==> src/rtl/management_tx_arbiter.sv <==
// rtl/management_tx_arbiter.sv - two-source round-robin frame arbiter feeding the management TX path
module management_tx_arbiter #(
    parameter int IFG_CYCLES = 2,
    parameter int MAX_WORDS  = 384
) (
    input  logic        tx_clk,
    input  logic        rst_n,
    input  logic        link_up,
    input  logic        src0_frame_ready,
    input  logic [10:0] src0_frame_len,
    output logic        src0_frame_pop,
    output logic        src0_rd_en,
    input  logic [31:0] src0_rd_data,
    input  logic [2:0]  src0_rd_bytes,
    input  logic        src1_frame_ready,
    input  logic [10:0] src1_frame_len,
    output logic        src1_frame_pop,
    output logic        src1_rd_en,
    input  logic [31:0] src1_rd_data,
    input  logic [2:0]  src1_rd_bytes,
    output logic        tx_start,
    output logic        tx_data_valid,
    output logic [31:0] tx_data,
    output logic [2:0]  tx_bytes_valid,
    output logic [15:0] frames_sent,
    output logic [15:0] frames_dropped
);

    localparam logic [10:0] MAX_LEN  = 11'(MAX_WORDS);
    localparam bit          HAS_GAP  = (IFG_CYCLES > 0);
    localparam logic [15:0] GAP_LAST = (IFG_CYCLES > 0) ? 16'(IFG_CYCLES - 1) : 16'd0;
    localparam logic [15:0] CNT_MAX  = 16'hFFFF;

    typedef enum logic [1:0] {
        IDLE = 2'd0,
        SEND = 2'd1,
        GAP  = 2'd2
    } state_t;

    logic [1:0]  rst_sync_q;
    logic        rst_int_n;

    state_t      state_q, state_d;
    logic        grant_q, grant_d;
    logic [10:0] rem_q, rem_d;
    logic [15:0] gap_q, gap_d;
    logic        discard_q, discard_d;
    logic        grant_fire;

    logic        pop0_q, pop1_q;
    logic        rd_vld_q;
    logic        rd_sel_q;
    logic        tx_start_q;
    logic        tx_start_d;
    logic        tx_valid_q;
    logic [31:0] tx_data_q;
    logic [2:0]  tx_bytes_q;
    logic [15:0] sent_q;
    logic [15:0] dropped_q;

    logic        any_ready;
    logic        pick;
    logic [10:0] pick_len;
    logic        pick_discard;
    logic        sending;

    // Reset asserts immediately but is released only after two clean clock edges.
    always_ff @(posedge tx_clk or negedge rst_n) begin
        if (!rst_n) begin
            rst_sync_q <= 2'b00;
        end else begin
            rst_sync_q <= {rst_sync_q[0], 1'b1};
        end
    end

    assign rst_int_n = rst_sync_q[1];

    // Round-robin pick: on a tie the source not granted last wins; grant_q doubles as last-grant.
    always_comb begin
        any_ready    = src0_frame_ready | src1_frame_ready;
        pick         = (src0_frame_ready & src1_frame_ready) ? ~grant_q : src1_frame_ready;
        pick_len     = pick ? src1_frame_len : src0_frame_len;
        pick_discard = ~link_up | (pick_len == 11'd0) | (pick_len > MAX_LEN);
    end

    // Next-state logic: grant in IDLE, read len words in SEND, hold off IFG_CYCLES in GAP.
    always_comb begin
        state_d    = state_q;
        grant_d    = grant_q;
        rem_d      = rem_q;
        gap_d      = gap_q;
        discard_d  = discard_q;
        grant_fire = 1'b0;
        case (state_q)
            IDLE: begin
                // A zero-length frame with no gap returns here while its pop is still
                // in flight; the length FIFO head is stale for that one cycle.
                if (any_ready && !(pop0_q || pop1_q)) begin
                    grant_fire = 1'b1;
                    grant_d    = pick;
                    rem_d      = pick_len;
                    discard_d  = pick_discard;
                    gap_d      = 16'd0;
                    if (pick_len == 11'd0) begin
                        state_d = HAS_GAP ? GAP : IDLE;
                    end else begin
                        state_d = SEND;
                    end
                end
            end
            SEND: begin
                rem_d = rem_q - 11'd1;
                if (rem_q == 11'd1) begin
                    gap_d   = 16'd0;
                    state_d = HAS_GAP ? GAP : IDLE;
                end
            end
            GAP: begin
                if (gap_q == GAP_LAST) begin
                    state_d = IDLE;
                end else begin
                    gap_d = gap_q + 16'd1;
                end
            end
            default: begin
                state_d = IDLE;
            end
        endcase
    end

    // FSM state, grant and frame bookkeeping registers.
    always_ff @(posedge tx_clk or negedge rst_int_n) begin
        if (!rst_int_n) begin
            state_q   <= IDLE;
            grant_q   <= 1'b1;
            rem_q     <= 11'd0;
            gap_q     <= 16'd0;
            discard_q <= 1'b0;
        end else begin
            state_q   <= state_d;
            grant_q   <= grant_d;
            rem_q     <= rem_d;
            gap_q     <= gap_d;
            discard_q <= discard_d;
        end
    end

    assign sending    = (state_q == SEND);
    assign tx_start_d = (pop0_q | pop1_q) & ~discard_q;

    // Pop pulse the cycle after grant; tx_start one cycle later for frames that will be sent.
    always_ff @(posedge tx_clk or negedge rst_int_n) begin
        if (!rst_int_n) begin
            pop0_q     <= 1'b0;
            pop1_q     <= 1'b0;
            tx_start_q <= 1'b0;
        end else begin
            pop0_q     <= grant_fire & ~pick;
            pop1_q     <= grant_fire & pick;
            tx_start_q <= tx_start_d;
        end
    end

    // Data path: a read issued in cycle C returns in C+1 and is registered onto tx_data for C+2.
    always_ff @(posedge tx_clk or negedge rst_int_n) begin
        if (!rst_int_n) begin
            rd_vld_q   <= 1'b0;
            rd_sel_q   <= 1'b0;
            tx_valid_q <= 1'b0;
            tx_data_q  <= 32'd0;
            tx_bytes_q <= 3'd0;
        end else begin
            rd_vld_q   <= sending & ~discard_q;
            rd_sel_q   <= grant_q;
            tx_valid_q <= rd_vld_q;
            if (rd_vld_q) begin
                tx_data_q  <= rd_sel_q ? src1_rd_data : src0_rd_data;
                tx_bytes_q <= rd_sel_q ? src1_rd_bytes : src0_rd_bytes;
            end
        end
    end

    // Saturating statistics: sent counts at tx_start, dropped counts at grant of a discard frame.
    always_ff @(posedge tx_clk or negedge rst_int_n) begin
        if (!rst_int_n) begin
            sent_q    <= 16'd0;
            dropped_q <= 16'd0;
        end else begin
            if (tx_start_d && (sent_q != CNT_MAX)) begin
                sent_q <= sent_q + 16'd1;
            end
            if (grant_fire && pick_discard && (dropped_q != CNT_MAX)) begin
                dropped_q <= dropped_q + 16'd1;
            end
        end
    end

    assign src0_frame_pop = pop0_q;
    assign src1_frame_pop = pop1_q;
    assign src0_rd_en     = sending & ~grant_q;
    assign src1_rd_en     = sending & grant_q;
    assign tx_start       = tx_start_q;
    assign tx_data_valid  = tx_valid_q;
    assign tx_data        = tx_data_q;
    assign tx_bytes_valid = tx_bytes_q;
    assign frames_sent    = sent_q;
    assign frames_dropped = dropped_q;

endmodule

==> config.mk <==
export PLATFORM = sky130hd
export DESIGN_NAME = management_tx_arbiter
export DESIGN_NICKNAME = d
export VERILOG_FILES = /design/src/rtl/management_tx_arbiter.sv
export SDC_FILE = /design/constraint.sdc
export NUM_CORES = 1
export LEC_CHECK = 0
export ABC_AREA = 0
export BUFFER_PORTS_ARGS = -buffer_cell sky130_fd_sc_hd__clkbuf_2
export CAP_MARGIN = 20
export CORE_ASPECT_RATIO = 0.6
export CORE_MARGIN = 3
export CORE_UTILIZATION = 25
export CTS_CLUSTER_DIAMETER = 80
export CTS_CLUSTER_SIZE = 12
export DETAILED_ROUTE_END_ITERATION = 8
export GPL_ROUTABILITY_DRIVEN = 0
export PLACE_DENSITY = 0.5
export SETUP_SLACK_MARGIN = 0.05
export SLEW_MARGIN = 20
export SYNTH_ARGS = -nofsm -noshare
export SYNTH_HDL_FRONTEND = slang
export SYNTH_SLANG_ARGS = --single-unit
==> constraint.sdc <==
create_clock -name tx_clk -period 7.86 [get_ports tx_clk]
set_input_delay 1.179 -clock tx_clk [delete_from_list [all_inputs] [get_ports tx_clk]]
set_output_delay 1.179 -clock tx_clk [all_outputs]
set_load 0.01 [all_outputs]
# Yosys cells after proc, flatten, opt, wreduce, memory -nomap -nowiden

Index checks and enable logic that the tools add are counted.

ROM bits: 0
Register bits: 106
Bits in latches: 0
Input port bits: 97
Output and inout bits: 73
Logic and storage cells: 77
Memory bits (writable): 0
Memories kept: 0

Bitwise logic cells: 15
Equal/unequal tests: 10
Multiply operators: 0
Shift operators: 0
$lt $le $gt $ge: 1
Div/mod/pow operators: 0
Add/sub/neg operators: 4
Reduce and logical (&&, ||, !) cells: 14
Mux-type cells: 17

Operator list:

| kind                    | number |
|---|---|
| $add A16 B1 Y16 const B | 3 |
| $mux W16                | 3 |
| $pmux W16 S3            | 1 |
| $mux W32                | 1 |
| $ne A16 B16 Y1 const B  | 2 |
| $mux W11                | 2 |
| $pmux W11 S2            | 1 |
| $eq A16 B1 Y1 const B   | 1 |
| $eq A11 B1 Y1 const B   | 1 |
| $gt A11 B9 Y1 const B   | 1 |
| $logic_not A11 Y1       | 1 |
| $sub A11 B1 Y11 const B | 1 |
| $mux W2                 | 4 |
| $and A1 B1 Y1           | 7 |
| $ne A2 B2 Y1 const B    | 3 |
| $pmux W2 S3             | 1 |
| $logic_and A1 B1 Y1     | 4 |
| $not A1 Y1              | 4 |
| $or A1 B1 Y1            | 4 |
| $reduce_and A2 Y1       | 2 |
| $reduce_and A4 Y1       | 1 |
| $mux W1                 | 3 |
| $mux W3                 | 1 |
| $reduce_and A3 Y1       | 1 |
| 8 further kinds         | 8 |

# Depth between registers and ports, before layout

Gate-level depths: netlist (run 1).

Depth after elaboration: 8
Mapped depth: 8
Depth with buffers taken out: 8

# Worst setup path before layout (run 1)

OpenSTA, ideal clock, no wires.

Kind: input-to-reg
Start: in src1_frame_len[3]
End: reg dropped_q[12] (netlist: frames_dropped[12])
Setup slack: 5.254 ns
Stages: 6
Required time: 7.735 ns
Path buffers: 0
Arrival time: 2.481 ns
Cells stage by stage: nor4_1 nand2_1 a41oi_1 nand4_4 nand4_1 mux2_2

Word-level cells in the longest chain between the ends: 6
Elaborated cells between the ends (all ways): 7
Classes of those cells: 1 x order compare; 1 x mux; 2 x bitwise; 3 x reduce/logical

Ends and longest elaborated chain:

| element                                               | RTL line | text |
|---|---|---|
| start, declared                                       | 16       | `input logic [10:0] src1_frame_len,` |
| $mux W11 (*)                                          | 82       | `pick_len = pick ? src1_frame_len : src0_frame_len;` |
| branches (longest 2 deep; another with $gt A11 B9 Y1) | n/a      |  |
| $or A1 B1 Y1 (*)                                      | 83       | `pick_discard = ~link_up \| (pick_len == 11'd0) \| (pick_len > MAX_LEN);` |
| $logic_and A1 B1 Y1 (*) (2 in series)                 | 192      | `if (grant_fire && pick_discard && (dropped_q != CNT_MAX)) begin` |
| end signal, assigned                                  | 193      | `dropped_q <= dropped_q + 16'd1;` |
| end, declared                                         | 59       | `logic [15:0] dropped_q;` |

Mark *: on every way between the ends.
A chain may end at the register's enable or synchronous reset.

# Final worst setup path (run 1)

Start: in src0_frame_ready
End: reg dropped_q[15] (netlist: frames_dropped[15])

Word-level cells in the longest chain between the ends: 8
Elaborated cells between the ends (all ways): 13
Classes of those cells: 1 x order compare; 4 x mux; 4 x bitwise; 4 x reduce/logical

Ends and longest elaborated chain:

| element                                               | RTL line | text |
|---|---|---|
| start, declared                                       | 9        | `input logic src0_frame_ready,` |
| branches (longest 6 deep; another with $gt A11 B9 Y1) | n/a      |  |
| $logic_and A1 B1 Y1 (*) (2 in series)                 | 192      |  |

Marks and branches as above.

==> flow_metrics.tcl, run 1 <==
set metrics [dict create \
    min-delay-path-class "flop to asynchronous set/reset pin" \
    viasPerCell 4.46 \
    drc 0 \
    path_class "primary input to flop" \
    gr-total-overflow 0 \
    clock_latency_ns 0.35 \
    cts_tree "built" \
    vias 4269 \
    syn-cell-area_um2 5270 \
    seq_area_frac_synth 0.504 \
    cp.arrival_ns 3.02 \
    setup_violations 0 \
    die_area_um2 22900 \
    rows 40 \
    period_needed_ns 2.80 \
    clk_pin_slew_ns 0.07 \
    synth_edf_count 0 \
    port_buffers 169 \
    numCtsBuffers 9 \
    synth_cell_type_count 63 \
    synthFlopType "dfrtp_1" \
    maxCapViolCount 0 \
    power_leakage_nw 3.13 \
    fin_worst_skew_ns 0.0108 \
    reg2regPathDepth 6 \
    ys_ff_latch 106 \
    status "finished clean" \
    first_global_vias 4187 \
    setup.worst_path.end_class "flop" \
    cts_hold_buf 0 \
    yosysWarnings 0 \
    r2r_slack_ns 5.31 \
    die_h_um 118 \
    root_buffer "clkbuf_16" \
    drive_gt1_frac 0.320 \
    coreArea_um2 20300 \
    htree_levels 3 \
    whs_ns 0.303 \
    r2r-start "src1_frame_pop$_DFF_PN0_" \
    pin_count 170 \
    dp.final_hpwl_um 10700 \
    cts.repair.resized 0 \
    r2r-end "frames_dropped[15]$_DFFE_PN0P_" \
    slew_headroom 0.428 \
    grt_pass1_wl_um 23500 \
    fin_area_um2 6710 \
    antennaDiodeCount 0 \
    finalWorstSetupSlack_ns 5.06 \
    required_ns 8.09 \
    grt_use_total 0.128 \
    clock.fmax_ghz 0.357 \
    clock_path_buffers 2 \
    p_total_mw 2.05 \
    hold_violations 0 \
    cts_sinks 106 \
    synthArstFlopShare 1.00 \
    slew_violations 0 \
    dr.pass1.iters 4 \
    placed_cell_area_um2 6400 \
    rsz0062_at_grt "no" \
    vdd_drop_max_uv 143 \
    power.density_nw_per_um2 306 \
    tightest_slew_ns 0.857 \
    final_common_cell "clkbuf_2" \
    syn_nets 619 \
    drt_first_iter_violations 224 \
    die_w_um 193 \
    syn_avg_cell_area_um2 10.2 \
    ant_nets 0 \
    pre_cts_ws_ns 4.74 \
    grt_max_degree 72 \
    crit_path_start_kind "primary input" \
    period_share 0.356 \
    final_cell_mix "clkbuf_2 (169), dfrtp_1 (102), nor2_1 (78), nand2_1 (44)" \
    wirelength_um 14100 \
    initial_core_util 0.259 \
    avgRoutedWirePerCell_um 14.8 \
    post-cts-setup-buffers 0 \
    antenna_found_initial 0 \
    syn-instance-count 516 \
    crit_fanout 26 \
    fin_setup_tns_ns 0 \
    syn_to_final_growth_pct 27.5 \
    fin_nets 783 \
]
## logic make-up after synthesis
kind of cell	share of synthesized area
multiplexers	0.0886
flip-flops	0.504
buffers and inverters	0.0212
AND/OR/NAND/NOR	0.216
AO/OA/AOI/OAI	0.0884
XOR/XNOR	0.0665
other	0.000712
adder cells (fa/ha/maj)	0.0143
## how the worst max path moves through the flow
stage | from | end | slack, ns | cells past startpoint
5_1_grt | src0_frame_ready | frames_dropped[15]$_DFFE_PN0P_ | 4.85 | 7
3_3_place_gp | src1_frame_len[3] | frames_dropped[12]$_DFFE_PN0P_ | 4.76 | 7
2_1_floorplan | rst_sync_q[1]$_DFF_PN0_ | discard_q$_DFFE_PN0P_ | 4.69 | 0
6_report | src0_frame_ready | frames_dropped[15]$_DFFE_PN0P_ | 5.06 | 7
3_5_place_dp | src0_frame_ready | frames_dropped[15]$_DFFE_PN0P_ | 4.74 | 7
4_1_cts | src0_frame_ready | frames_dropped[15]$_DFFE_PN0P_ | 5.12 | 7
## synth_stat cells, drive strengths merged (11+ instances only)
library cell / count / area share
xor2: 16 / 0.027
mux2i: 41 / 0.078
xnor2: 24 / 0.040
nand2: 45 / 0.033
a21oi: 41 / 0.039
dfrtp: 105 / 0.50
nor2: 79 / 0.058
nand3: 29 / 0.032
nor3: 11 / 0.011
nor4: 12 / 0.018
nand4: 16 / 0.027
clkbuf: 14 / 0.010
## state kept, by name, summed over array words and instances, names as in the netlist
register	count
tx_data	32
frames_dropped	16
frames_sent	16
gap_q	16
rem_q	11
tx_bytes_valid	3
rst_sync_q	2
state_q	2
discard_q	1
grant_q	1
rd_sel_q	1
rd_vld_q	1
src0_frame_pop	1
src1_frame_pop	1
tx_data_valid	1
tx_start	1
## cell type report
| class | instances | area (µm²) |
|---|---|---|
| Inverter | 7 | 26.3 |
| Fill cell | 2135 | 13600 |
| Clock buffer | 9 | 225 |
| Tap cell | 273 | 342 |
| Timing Repair Buffer | 172 | 868 |
| Sequential cell | 106 | 2660 |
| Clock inverter | 6 | 90.1 |
| Multi-Input combinational cell | 384 | 2500 |
## layer usage
metal,global-route usage,share of wire,vias to the layer above
met5,0,0,-
met4,0.0357,0.013,0
met3,0.0407,0.065,9
met2,0.170,0.37,145
met1,0.197,0.55,1952
li1,-,-,2163
## where the power goes
part / switching [mW] / internal, mW / total (mW) / leakage (nW)
Clock: 0.212 / 0.280 / 0.492 / 0.152
Sequential: 0.125 / 0.710 / 0.835 / 1.33
Combinational: 0.431 / 0.294 / 0.725 / 1.65
Total: 0.768 / 1.28 / 2.05 / 3.13
## per-stage QoR
step	instances	util
global route	957	0.330
floorplan	516	-
CTS	957	0.330
finish	957	0.330
detailed placement	942	0.315
global placement	942	0.315
## critical path, stage by stage
cell      delay [ns]
clkbuf_2        0.11
nor2_1          0.06
nand3b_2        0.60
or2_1           0.43
nor4_1          0.33
nand3b_1        0.15
xnor2_1         0.15
Power figures use the tool's default switching activity.
==> inputs of run 2 (changes only) <==
- PLACE_DENSITY: 0.5 -> 0.52
- clock period: 7.86 -> 2.2 ns (I/O delays scaled with it)
==> run 2 against run 1 <==
Effect of this change: setup slack got worse by 4.8 ns; critical path depth unchanged; non-clock buffer count increased by 17; cell area increased by 1.6%; power increased to 3.5 times the previous value; core utilization increased by 0.54 points; register-to-register slack got worse by 5.1 ns; via count increased by 1.9%; combinational power increased to 3.7 times the previous value; sequential cell count unchanged.
==> flow_metrics.tcl, run 2 (synthesis results as in run 1) <==
set metrics [dict create \
    status "finished clean" \
    antenna_found_initial 0 \
    placed_cell_area_um2 6540 \
    drc 0 \
    slowest_stage "dfrtp_1" \
    crit_fanout 8 \
    grt_use_total 0.130 \
    ant_nets 0 \
    root_buffer "clkbuf_16" \
    viasPerCell 4.46 \
    period_share 0.895 \
    utilization 0.336 \
    vias 4348 \
    fin_setup_tns_ns 0 \
    die_w_um 193 \
    power.density_nw_per_um2 1060 \
    grt_pass1_wl_um 23800 \
    clock_path_buffers 2 \
    antennaDiodeCount 0 \
    fin_nets 800 \
    die_area_um2 22900 \
    fin_area_um2 6820 \
    tightest_slew_ns 0.673 \
    numCtsBuffers 9 \
    crit_path_start_kind "flop" \
    setup.worst_path.end_class "flop" \
    first_global_vias 4207 \
    rsz0062_at_grt "no" \
    cts_hold_buf 1 \
    cts_sinks 106 \
    final_cell_mix "clkbuf_2 (169), dfrtp_1 (102), nor2_1 (78), nand2_1 (44)" \
    power_leakage_nw 3.19 \
    clock_latency_ns 0.35 \
    avgRoutedWirePerCell_um 15.0 \
    crit_chain "ha_1, nor3b_1, a41o_1, nor3_2, nand4_1, xor2_1, nor2_1" \
    port_buffers 169 \
    cp.arrival_ns 2.20 \
    maxCapViolCount 0 \
    max_stage_delay_ns 0.43 \
    cts.repair.resized 0 \
    place_inst 958 \
    pre_cts_ws_ns 0.224 \
    slew_headroom 0.551 \
    clk_pin_slew_ns 0.08 \
    required_ns 2.43 \
    min-delay-path-class "primary input to flop" \
    path_class "flop to flop" \
    final_common_cell "clkbuf_2" \
    drt_first_iter_violations 244 \
    setup_violations 0 \
    fin_worst_skew_ns 0.0116 \
    post-cts-setup-buffers 0 \
    dr.pass1.iters 5 \
    grt_max_degree 72 \
    cts_tree "built" \
    clock.fmax_ghz 0.508 \
    die_h_um 118 \
    wirelength_um 14600 \
    vdd_drop_max_uv 449 \
    slew_violations 0 \
    rows 40 \
    whs_ns 0.241 \
    pin_count 170 \
    gr-total-overflow 0 \
    coreArea_um2 20300 \
    drive_gt1_frac 0.333 \
    dp.final_hpwl_um 11600 \
    finalWorstSetupSlack_ns 0.230 \
    period_needed_ns 1.97 \
    initial_core_util 0.259 \
    hold_violations 0 \
    syn_to_final_growth_pct 29.6 \
    htree_levels 3 \
    largest_reg_flops 32 \
    p_total_mw 7.24 \
    layout.cells.non_filler 975 \
    fillerInstances 2131 \
]
==> run 2: final cells by class <==
class / count / area, µm² / share of cell area
sequential: 106 / 2660 / 0.390
timing repair buffer: 189 / 1020 / 0.150
tap: 273 / 342 / 0.0501
multi-input combinational: 384 / 2500 / 0.366
inverter: 7 / 26.3 / 0.00385
clock buffer: 11 / 233 / 0.0341
clock inverter: 5 / 37.5 / 0.00550
==> run 2: power by group <==
part | total [mW] | internal (mW) | switching, mW
Clock | 1.51 | 0.776 | 0.738
Combinational | 2.70 | 1.15 | 1.55
Sequential | 3.03 | 2.54 | 0.491
==> run 2: per-layer routing <==
metal / global-route usage / vias up / wire, µm
li1: - / 2198 / -
met1: 0.200 / 2000 / 7960
met2: 0.172 / 143 / 5580
met3: 0.0456 / 7 / 965
met4: 0.0284 / 0 / 138
met5: 0 / - / 0
==> run 2: worst paths after layout <==
path / start / end / slack [ns] / cells after the start
worst max-delay path: gap_q[0]$_DFFE_PN0P_ / gap_q[6]$_DFFE_PN0P_ / 0.23 / 7
worst min-delay path: src0_frame_len[4] / rem_q[4]$_DFFE_PN0P_ / 0.24 / 3
worst max register to register: gap_q[0]$_DFFE_PN0P_ / gap_q[6]$_DFFE_PN0P_ / 0.23 / 7
worst min register to register: rst_sync_q[1]$_DFF_PN0_ / tx_data[10]$_DFFE_PN0P_ / 0.29 / 0
max in group asynchronous: rst_sync_q[1]$_DFF_PN0_ / grant_q$_DFFE_PN1P_ / 1.22 / 1
min in group asynchronous: rst_sync_q[1]$_DFF_PN0_ / tx_data[10]$_DFFE_PN0P_ / 0.29 / 0
==> run 2: worst max-delay path, delay by kind of cell, from the launching register on <==
family	cells	cell delay, ns
AND/OR/NAND/NOR	4	0.72
flip-flops	1	0.43
AO/OA/AOI/OAI	1	0.35
adder cells (fa/ha/maj)	1	0.21
XOR/XNOR	1	0.16
==> inputs of run 3 (changes only) <==
- REMOVE_ABC_BUFFERS: default -> 1
==> run 3 against run 2 <==
Effect of this change: setup slack lost 0.069 ns; die area unchanged; sequential power grew 3%; critical path depth decreased by 1; non-clock buffer count fell by 1; hold slack got worse by 0.015 ns; final cell count down 0.10%; sequential cell count is the same; largest power group unchanged.
==> flow_metrics.tcl, run 3 (synthesis results as in run 1) <==
set metrics [dict create \
    gr-total-overflow 0 \
    vias 4374 \
    htree_levels 3 \
    ant_nets 0 \
    rows 40 \
    crit_fanout 10 \
    period_share 0.926 \
    final_cell_mix "clkbuf_2 (169), dfrtp_1 (102), nor2_1 (78), nand2_1 (44)" \
    path_class "flop to flop" \
    initial_core_util 0.259 \
    root_buffer "clkbuf_16" \
    die_w_um 193 \
    largest_reg_flops 32 \
    clk_pin_slew_ns 0.07 \
    vdd_drop_max_uv 476 \
    power_leakage_nw 3.23 \
    viasPerCell 4.49 \
    grt_use_total 0.125 \
    tightest_slew_ns 0.648 \
    setup.worst_path.end_class "flop" \
    place_inst 957 \
    p_total_mw 7.37 \
    reg2regPathDepth 6 \
    status "finished clean" \
    port_buffers 169 \
    syn_to_final_growth_pct 30.5 \
    rsz0062_at_grt "no" \
    antenna_found_initial 0 \
    cts_tree "built" \
    dr.pass1.iters 4 \
    whs_endpoint "rem_q[4]$_DFFE_PN0P_" \
    clock_path_buffers 2 \
    r2r-end "frames_dropped[12]$_DFFE_PN0P_" \
    layout.cells.non_filler 974 \
    r2r-start "grant_q$_DFFE_PN1P_" \
    slew_headroom 0.568 \
    numCtsBuffers 9 \
    clock.fmax_ghz 0.491 \
    drt_first_iter_violations 143 \
    wirelength_um 14100 \
    power.density_nw_per_um2 1070 \
    pin_count 170 \
    period_needed_ns 2.04 \
    r2r_slack_ns 0.16 \
    clock_latency_ns 0.36 \
    die_h_um 118 \
    antennaDiodeCount 0 \
    cts_sinks 106 \
    min-delay-path-class "primary input to flop" \
    first_global_vias 4262 \
    drc 0 \
    fin_worst_skew_ns 0.00724 \
    maxCapViolCount 0 \
    fin_nets 799 \
    holdPathStages 3 \
    required_ns 2.44 \
    die_area_um2 22900 \
    final_common_cell "clkbuf_2" \
    grt_max_degree 47 \
    setup_violations 0 \
    drive_gt1_frac 0.335 \
    worstHoldStart "src0_frame_len[4]" \
    avgRoutedWirePerCell_um 14.5 \
    coreArea_um2 20300 \
    fillerInstances 2100 \
    slew_violations 0 \
    cp.arrival_ns 2.28 \
    grt_pass1_wl_um 23400 \
    crit_path_start_kind "flop" \
    dp.final_hpwl_um 10900 \
    hold_violations 0 \
]
==> run 3: metal layers <==
metal / vias to the layer above / share of wire / track usage
met5: - / 0 / 0
met4: 0 / 0.0086 / 0.0262
met3: 11 / 0.074 / 0.0484
met2: 131 / 0.41 / 0.179
met1: 2044 / 0.51 / 0.179
li1: 2188 / - / -
==> run 3: worst max-delay path: stages (launching register included) <==
cell and delay, ns:
dfstp_2 0.60, a21boi_4 0.12, or3_4 0.35, o21ai_2 0.19
nand4_4 0.18, nand4_1 0.15, mux2_2 0.33
==> run 3: metrics by stage <==
| stage | utilization | setup TNS [ns] | instance area (µm²) | setup slack [ns] | hold WS, ns |
|---|---|---|---|---|---|
| detailed placement | 0.322 | 0 | 6550 | 0.112 | 0.126 |
| floorplan | - | -100.09 | 5180 | -0.970 | 0.0344 |
| CTS | 0.338 | 0 | 6860 | 0.109 | 0.206 |
| finish | 0.338 | 0 | 6870 | 0.162 | 0.227 |
| global route | 0.338 | 0 | 6870 | 0.0723 | 0.229 |
| global placement | 0.322 | 0 | 6550 | 0.181 | 0.127 |
==> run 3: layout make-up <==
type                            count  area, µm²  area share
Sequential cell                   106       2660       0.387
Multi-Input combinational cell    384       2510       0.366
Timing Repair Buffer              188       1030       0.150
Tap cell                          273        342      0.0497
Clock buffer                        9        225      0.0328
Clock inverter                      7       77.6      0.0113
Inverter                            7       26.3     0.00382
==> run 3: what timing repair did <==
action | CTS | global route
endpoints found under the setup margin | 0 | 3
buffers inserted | 0 | 0
hold buffers | 1 | 0
endpoints found under the hold margin | 2 | 0
gates resized for setup | 0 | 2
==> run 3: how the worst max path moves through the flow <==
stage | startpoint | to | slack [ns] | cells after the start
5_1_grt | grant_q$_DFFE_PN1P_ | frames_dropped[12]$_DFFE_PN0P_ | 0.07 | 6
4_1_cts | grant_q$_DFFE_PN1P_ | frames_dropped[12]$_DFFE_PN0P_ | 0.11 | 6
3_5_place_dp | grant_q$_DFFE_PN1P_ | frames_dropped[12]$_DFFE_PN0P_ | 0.11 | 6
6_report | grant_q$_DFFE_PN1P_ | frames_dropped[12]$_DFFE_PN0P_ | 0.16 | 6
2_1_floorplan | rst_sync_q[1]$_DFF_PN0_ | discard_q$_DFFE_PN0P_ | -0.97 | 0
3_3_place_gp | src1_frame_len[3] | frames_dropped[12]$_DFFE_PN0P_ | 0.18 | 7
==> run 3: power by group <==
group,total (mW),switching [mW],internal (mW)
registers,3.13,0.599,2.53
logic,2.58,1.40,1.18
clock network,1.66,0.768,0.891
total,7.37,2.77,4.60
